===== src/rtl/lcd_write_sched.sv =====
// lcd_write_sched: HD44780 write scheduler with a two-requester lock/round-robin arbiter.
// Each accepted (rs, data) byte is driven onto the LCD bus with setup, enable-pulse
// and hold timing. The scheduler then waits out the controller execution time
// before it accepts another byte.
// Ports:
//   clk, res                        - clock, synchronous active-high reset
//   reqN_valid/rs/data/last/ready   - byte stream from requester N (0: frame gen, 1: host)
//   lcd_rs, lcd_rw, lcd_en, lcd_data - LCD bus (lcd_rw tied low)
//   busy                            - scheduler is not idle
//   owner, locked                   - requester holding a multi-byte transaction
module lcd_write_sched #(
    parameter int unsigned T_PWRUP = 1000000,
    parameter int unsigned T_SETUP = 4,
    parameter int unsigned T_EN    = 25,
    parameter int unsigned T_HOLD  = 4,
    parameter int unsigned T_SHORT = 2500,
    parameter int unsigned T_LONG  = 100000
) (
    input  logic       clk,
    input  logic       res,
    input  logic       req0_valid,
    input  logic       req0_rs,
    input  logic [7:0] req0_data,
    input  logic       req0_last,
    output logic       req0_ready,
    input  logic       req1_valid,
    input  logic       req1_rs,
    input  logic [7:0] req1_data,
    input  logic       req1_last,
    output logic       req1_ready,
    output logic       lcd_rs,
    output logic       lcd_rw,
    output logic       lcd_en,
    output logic [7:0] lcd_data,
    output logic       busy,
    output logic       owner,
    output logic       locked
);

    localparam int unsigned CNT_W = 24;
    localparam logic [CNT_W-1:0] C_PWRUP = CNT_W'(T_PWRUP - 1);
    localparam logic [CNT_W-1:0] C_SETUP = CNT_W'(T_SETUP - 1);
    localparam logic [CNT_W-1:0] C_EN    = CNT_W'(T_EN - 1);
    localparam logic [CNT_W-1:0] C_HOLD  = CNT_W'(T_HOLD - 1);
    localparam logic [CNT_W-1:0] C_SHORT = CNT_W'(T_SHORT - 1);
    localparam logic [CNT_W-1:0] C_LONG  = CNT_W'(T_LONG - 1);

    typedef enum logic [2:0] {
        S_PWRUP,
        S_IDLE,
        S_SETUP,
        S_PULSE,
        S_HOLD,
        S_WAIT
    } state_t;

    state_t           r_state, w_state_nxt;
    logic [CNT_W-1:0] r_cnt, w_cnt_nxt;
    logic [CNT_W-1:0] w_cnt_dec;
    logic             w_cnt_zero;
    logic             w_rdy0, w_rdy1;
    logic             w_hs, w_sel, w_sel_rs, w_sel_last;
    logic [7:0]       w_sel_data;
    logic             w_long;

    logic             r_lcd_en, r_lcd_rs, r_busy, r_owner, r_locked, r_rr;
    logic [7:0]       r_lcd_data;

    assign w_cnt_dec  = r_cnt - CNT_W'(1);
    assign w_cnt_zero = (r_cnt == '0);

    // Clear (0x01) and return-home (0x02/0x03) commands need the long execution wait
    assign w_long = ~r_lcd_rs & ((r_lcd_data == 8'h01) | (r_lcd_data == 8'h02) |
                                 (r_lcd_data == 8'h03));

    // Next-state, shared down-counter reload and combinational grants
    always_comb begin
        w_state_nxt = r_state;
        w_cnt_nxt   = r_cnt;
        w_rdy0      = 1'b0;
        w_rdy1      = 1'b0;
        case (r_state)
            S_PWRUP: begin
                if (w_cnt_zero) w_state_nxt = S_IDLE;
                else            w_cnt_nxt   = w_cnt_dec;
            end
            S_IDLE: begin
                // An open transaction keeps the bus with its owner; otherwise rr breaks ties
                if (r_locked) begin
                    w_rdy0 = req0_valid & ~r_owner;
                    w_rdy1 = req1_valid & r_owner;
                end else if (req0_valid & req1_valid) begin
                    w_rdy0 = ~r_rr;
                    w_rdy1 = r_rr;
                end else begin
                    w_rdy0 = req0_valid;
                    w_rdy1 = req1_valid;
                end
                if (w_rdy0 | w_rdy1) begin
                    w_state_nxt = S_SETUP;
                    w_cnt_nxt   = C_SETUP;
                end
            end
            S_SETUP: begin
                if (w_cnt_zero) begin
                    w_state_nxt = S_PULSE;
                    w_cnt_nxt   = C_EN;
                end else begin
                    w_cnt_nxt = w_cnt_dec;
                end
            end
            S_PULSE: begin
                if (w_cnt_zero) begin
                    w_state_nxt = S_HOLD;
                    w_cnt_nxt   = C_HOLD;
                end else begin
                    w_cnt_nxt = w_cnt_dec;
                end
            end
            S_HOLD: begin
                if (w_cnt_zero) begin
                    w_state_nxt = S_WAIT;
                    w_cnt_nxt   = w_long ? C_LONG : C_SHORT;
                end else begin
                    w_cnt_nxt = w_cnt_dec;
                end
            end
            S_WAIT: begin
                if (w_cnt_zero) w_state_nxt = S_IDLE;
                else            w_cnt_nxt   = w_cnt_dec;
            end
            default: begin
                w_state_nxt = S_PWRUP;
                w_cnt_nxt   = C_PWRUP;
            end
        endcase
    end

    // Granted requester's byte
    assign w_hs       = w_rdy0 | w_rdy1;
    assign w_sel      = w_rdy1;
    assign w_sel_rs   = w_sel ? req1_rs   : req0_rs;
    assign w_sel_data = w_sel ? req1_data : req0_data;
    assign w_sel_last = w_sel ? req1_last : req0_last;

    // State register and interval counter
    always_ff @(posedge clk) begin
        if (res) begin
            r_state <= S_PWRUP;
            r_cnt   <= C_PWRUP;
        end else begin
            r_state <= w_state_nxt;
            r_cnt   <= w_cnt_nxt;
        end
    end

    // LCD bus, status and arbitration registers
    always_ff @(posedge clk) begin
        if (res) begin
            r_lcd_en   <= 1'b0;
            r_lcd_rs   <= 1'b0;
            r_lcd_data <= 8'h00;
            r_busy     <= 1'b1;
            r_owner    <= 1'b0;
            r_locked   <= 1'b0;
            r_rr       <= 1'b0;
        end else begin
            r_lcd_en <= (w_state_nxt == S_PULSE);
            r_busy   <= (w_state_nxt != S_IDLE);
            if (w_hs) begin
                r_lcd_rs   <= w_sel_rs;
                r_lcd_data <= w_sel_data;
                r_owner    <= w_sel;
                r_locked   <= ~w_sel_last;
                // Closing a transaction hands priority to the other requester
                if (w_sel_last) r_rr <= ~w_sel;
            end
        end
    end

    assign req0_ready = w_rdy0;
    assign req1_ready = w_rdy1;
    assign lcd_rs     = r_lcd_rs;
    assign lcd_rw     = 1'b0;
    assign lcd_en     = r_lcd_en;
    assign lcd_data   = r_lcd_data;
    assign busy       = r_busy;
    assign owner      = r_owner;
    assign locked     = r_locked;

endmodule


===== config.mk =====
export PLATFORM = sky130hd
export DESIGN_NAME = lcd_write_sched
export DESIGN_NICKNAME = d
export VERILOG_FILES = /design/src/rtl/lcd_write_sched.sv
export SDC_FILE = /design/constraint.sdc
export NUM_CORES = 1
export LEC_CHECK = 0
export ABC_AREA = 1
export CORE_AREA = 2 2 77 79
export CTS_CLUSTER_SIZE = 25
export DETAILED_ROUTE_END_ITERATION = 8
export DIE_AREA = 0 0 79 81
export GPL_ROUTABILITY_DRIVEN = 1
export PLACE_DENSITY = 0.79
export SYNTH_ARGS = -nofsm -noshare
export SYNTH_HDL_FRONTEND = slang
export SYNTH_SLANG_ARGS = --single-unit

===== constraint.sdc =====
create_clock -name clk -period 2.4 [get_ports clk]
set_clock_uncertainty 0.05 [all_clocks]
set_input_delay 0.72 -clock clk [delete_from_list [all_inputs] [get_ports clk]]
set_output_delay 0.72 -clock clk [all_outputs]
set_load 0.005 [all_outputs]

==> out/metrics.yaml <==
status:
  status: "finished clean"
cells_and_area:
  layout_common_cells: "nand2_1, nor2_1, inv_1, dfxtp_1, clkdlybuf4s50_1"
  drive_above_1_share: 0.150
  n_antenna_cell: 0
  layout.area.seq_sq_um: 822
  multi_input_area_sq_mm: 0.00155
  fin_cells: 535
  final_common_cell: "nand2_1"
  syn2layout_area_growth_pct: 26.9
  filler_cell_count: 561
  stdcell_area_sq_mm: 0.00330
  nets: 486
cts:
  clock_path_buffers: 2
  htree_num_levels: 2
  cts-hold-fix-buffers: 0
  clkTransAtPathRegs_ns: 0.07
  numCtsBuffers: 5
  cts_num_sinks: 41
  clk_latency_ns: 0.30
  cts_tree: "yes"
  ctsRootBufferMaster: "clkbuf_8"
worst_setup_path:
  critPathCaptureType: "output port"
  arrival_ns: 1.55
  crit_fanout: 2
  critPathLaunchType: "input pin"
  required_ns: 1.63
  crit_type: "in2out"
route:
  routed_wl_um: 6750
  route.detailed.drc: 0
  dr_total_vias: 2743
  antenna_left: 0
  viasPerCell: 5.13
  wl_per_cell_um: 12.6
  drtPass1Iterations: 9
  dr.first_iter.drc_count: 138
sta:
  holdWs_ns: 0.441
  setup_slack_ns: 0.0835
  fmax_ghz: 0.432
  setup_viol: 0
  slew_viol_final: 0
  fin_crit_sh: 0.965
  period_needed_ns: 2.32
  hold_viol_final: 0
place:
  placed_area_sq_mm: 0.00319
  dp_hpwl_um: 5220
  portBuffers: 38
  pre_cts_ws_ns: -0.432
  placedCellCount: 528
  gp_congestion: 0.927
logic_synthesis:
  synth-edff-count: 0
  yosys_register_bits: 41
  avgSynthCellArea_sq_um: 6.41
  yosysUniqueCellTypes: 35
  ys_seq_area_frac: 0.316
  synth-warning-count: 0
  async_flop_share: 0
  netlist_area_sq_mm: 0.00260
  netlist_instances: 405
  synthFlopType: "dfxtp_1"
  synth_fp_nets: 430
global_routing:
  grt_usage: 0.221
  first_global_vias: 2502
  overflow: 0
  grt_pass1_wl_um: 11200
  grt_antenna_before_repair: 0
  grt_max_degree: 21
pwr:
  p_switching_w: 0.000274
  powerDensity_mw_per_mm2: 365
  clkPwrFrac: 0.351
  internal_power_w: 0.000928
  switching_share: 0.228
  leakagePower_nw: 1.57
  p_seq_frac: 0.573
  combPwrFrac: 0.076
  ir_drop_mv: 0.245
floorplan:
  io_pins: 40
  initial_utilization: 0.458
  die_h_um: 81
  coreArea_sq_mm: 0.00568
  rows: 28
  die_w_um: 79
  die_area_sq_mm: 0.00640
hold_path:
  hold_class: "reg2reg"
job:
  max-cap-violations: 0
[per-stage QoR]
stage	total power, W	util	setup TNS, ns
2_1_floorplan	0.000742	-	0
3_3_place_gp	0.000793	0.562	-0.867
3_5_place_dp	0.000796	0.562	-1.78
4_1_cts	0.00121	0.578	0
5_1_grt	0.00125	0.581	-0.00227
6_report	0.00120	0.581	0
[path summary, 6_finish.rpt]
path / from / slack (ns) / depth (start not counted) / to
max: req1_valid / 0.08 / 7 / req0_ready
min: owner$_SDFFE_PP0P_ / 0.44 / 2 / owner$_SDFFE_PP0P_
max reg2reg: r_cnt[0]$_SDFFE_PP1P_ / 0.26 / 11 / r_cnt[21]$_SDFFE_PP0P_
min reg2reg: owner$_SDFFE_PP0P_ / 0.44 / 2 / owner$_SDFFE_PP0P_
[critical path, stage by stage]
cell and delay, ns:
dlygate4sd2_1 0.26, nand2_1 0.07, nand2_1 0.05, nand2_2 0.09
nand3_4 0.09, inv_2 0.06, clkdlybuf4s15_2 0.20
[state kept, by name, indices dropped and copies added, names as in the netlist]
name and flops:
lcd_data 8, locked 1, owner 1, lcd_rs 1, r_rr 1, lcd_en 1
busy 1, r_cnt 24, r_state 3
[synthesized netlist by cell type (all sizes together) (3+ instances only)]
cell	instances	area share
nand2	136	0.21
nor2	59	0.12
inv	49	0.071
dfxtp	41	0.32
nand3	26	0.061
o21ai	19	0.037
a21oi	17	0.034
nand4	12	0.029
xor2	10	0.034
a31oi	9	0.022
buf	8	0.021
xnor2	4	0.013
clkbuf	3	0.0043
nor3	3	0.0058
[per-layer routing]
metal	wire length [um]	global-route usage	vias to the layer above
li1	-	-	1390
met1	2930	0.261	1238
met2	3260	0.398	104
met3	477	0.0556	11
met4	82	0.0638	0
met5	0	0	-
[timing repair]
item                                    in CTS  in global routing
buffers inserted                             0                  1
hold endpoints to repair                     0                  0
endpoints found under the setup margin       2                  2
pin swaps                                    2                  1
gates cloned                                 0                  0
resized for setup                           13                  3
[power groups by stage]
stage	clock network, W	logic [W]	registers (W)
4_1_cts	0.000425	0.0000917	0.000689
3_3_place_gp	0	0.0000882	0.000705
3_5_place_dp	0	0.0000912	0.000705
5_1_grt	0.000462	0.0000995	0.000689
2_1_floorplan	0	0.0000382	0.000704
6_report	0.000422	0.0000916	0.000689
[cell type report]
type / count / share of cell area
repair buffers: 60 / 0.174
flip-flops and latches: 41 / 0.249
clock buffers: 5 / 0.0209
inverters: 49 / 0.0558
clock inverters: 1 / 0.00152
multi-input cells: 304 / 0.470
well taps: 75 / 0.0285
[cells by family (layout without fill, tap and decap cells)]
group	Yosys count	after routing	synth area share
AO/OA/AOI/OAI	49	49	0.104
XOR/XNOR	14	14	0.0472
adder cells (fa/ha/maj)	1	1	0.00482
buffers and inverters	60	115	0.0963
flip-flops	41	41	0.316
other	1	1	0.00144
AND/OR/NAND/NOR	239	239	0.430
(Power assumes the default switching activity.)
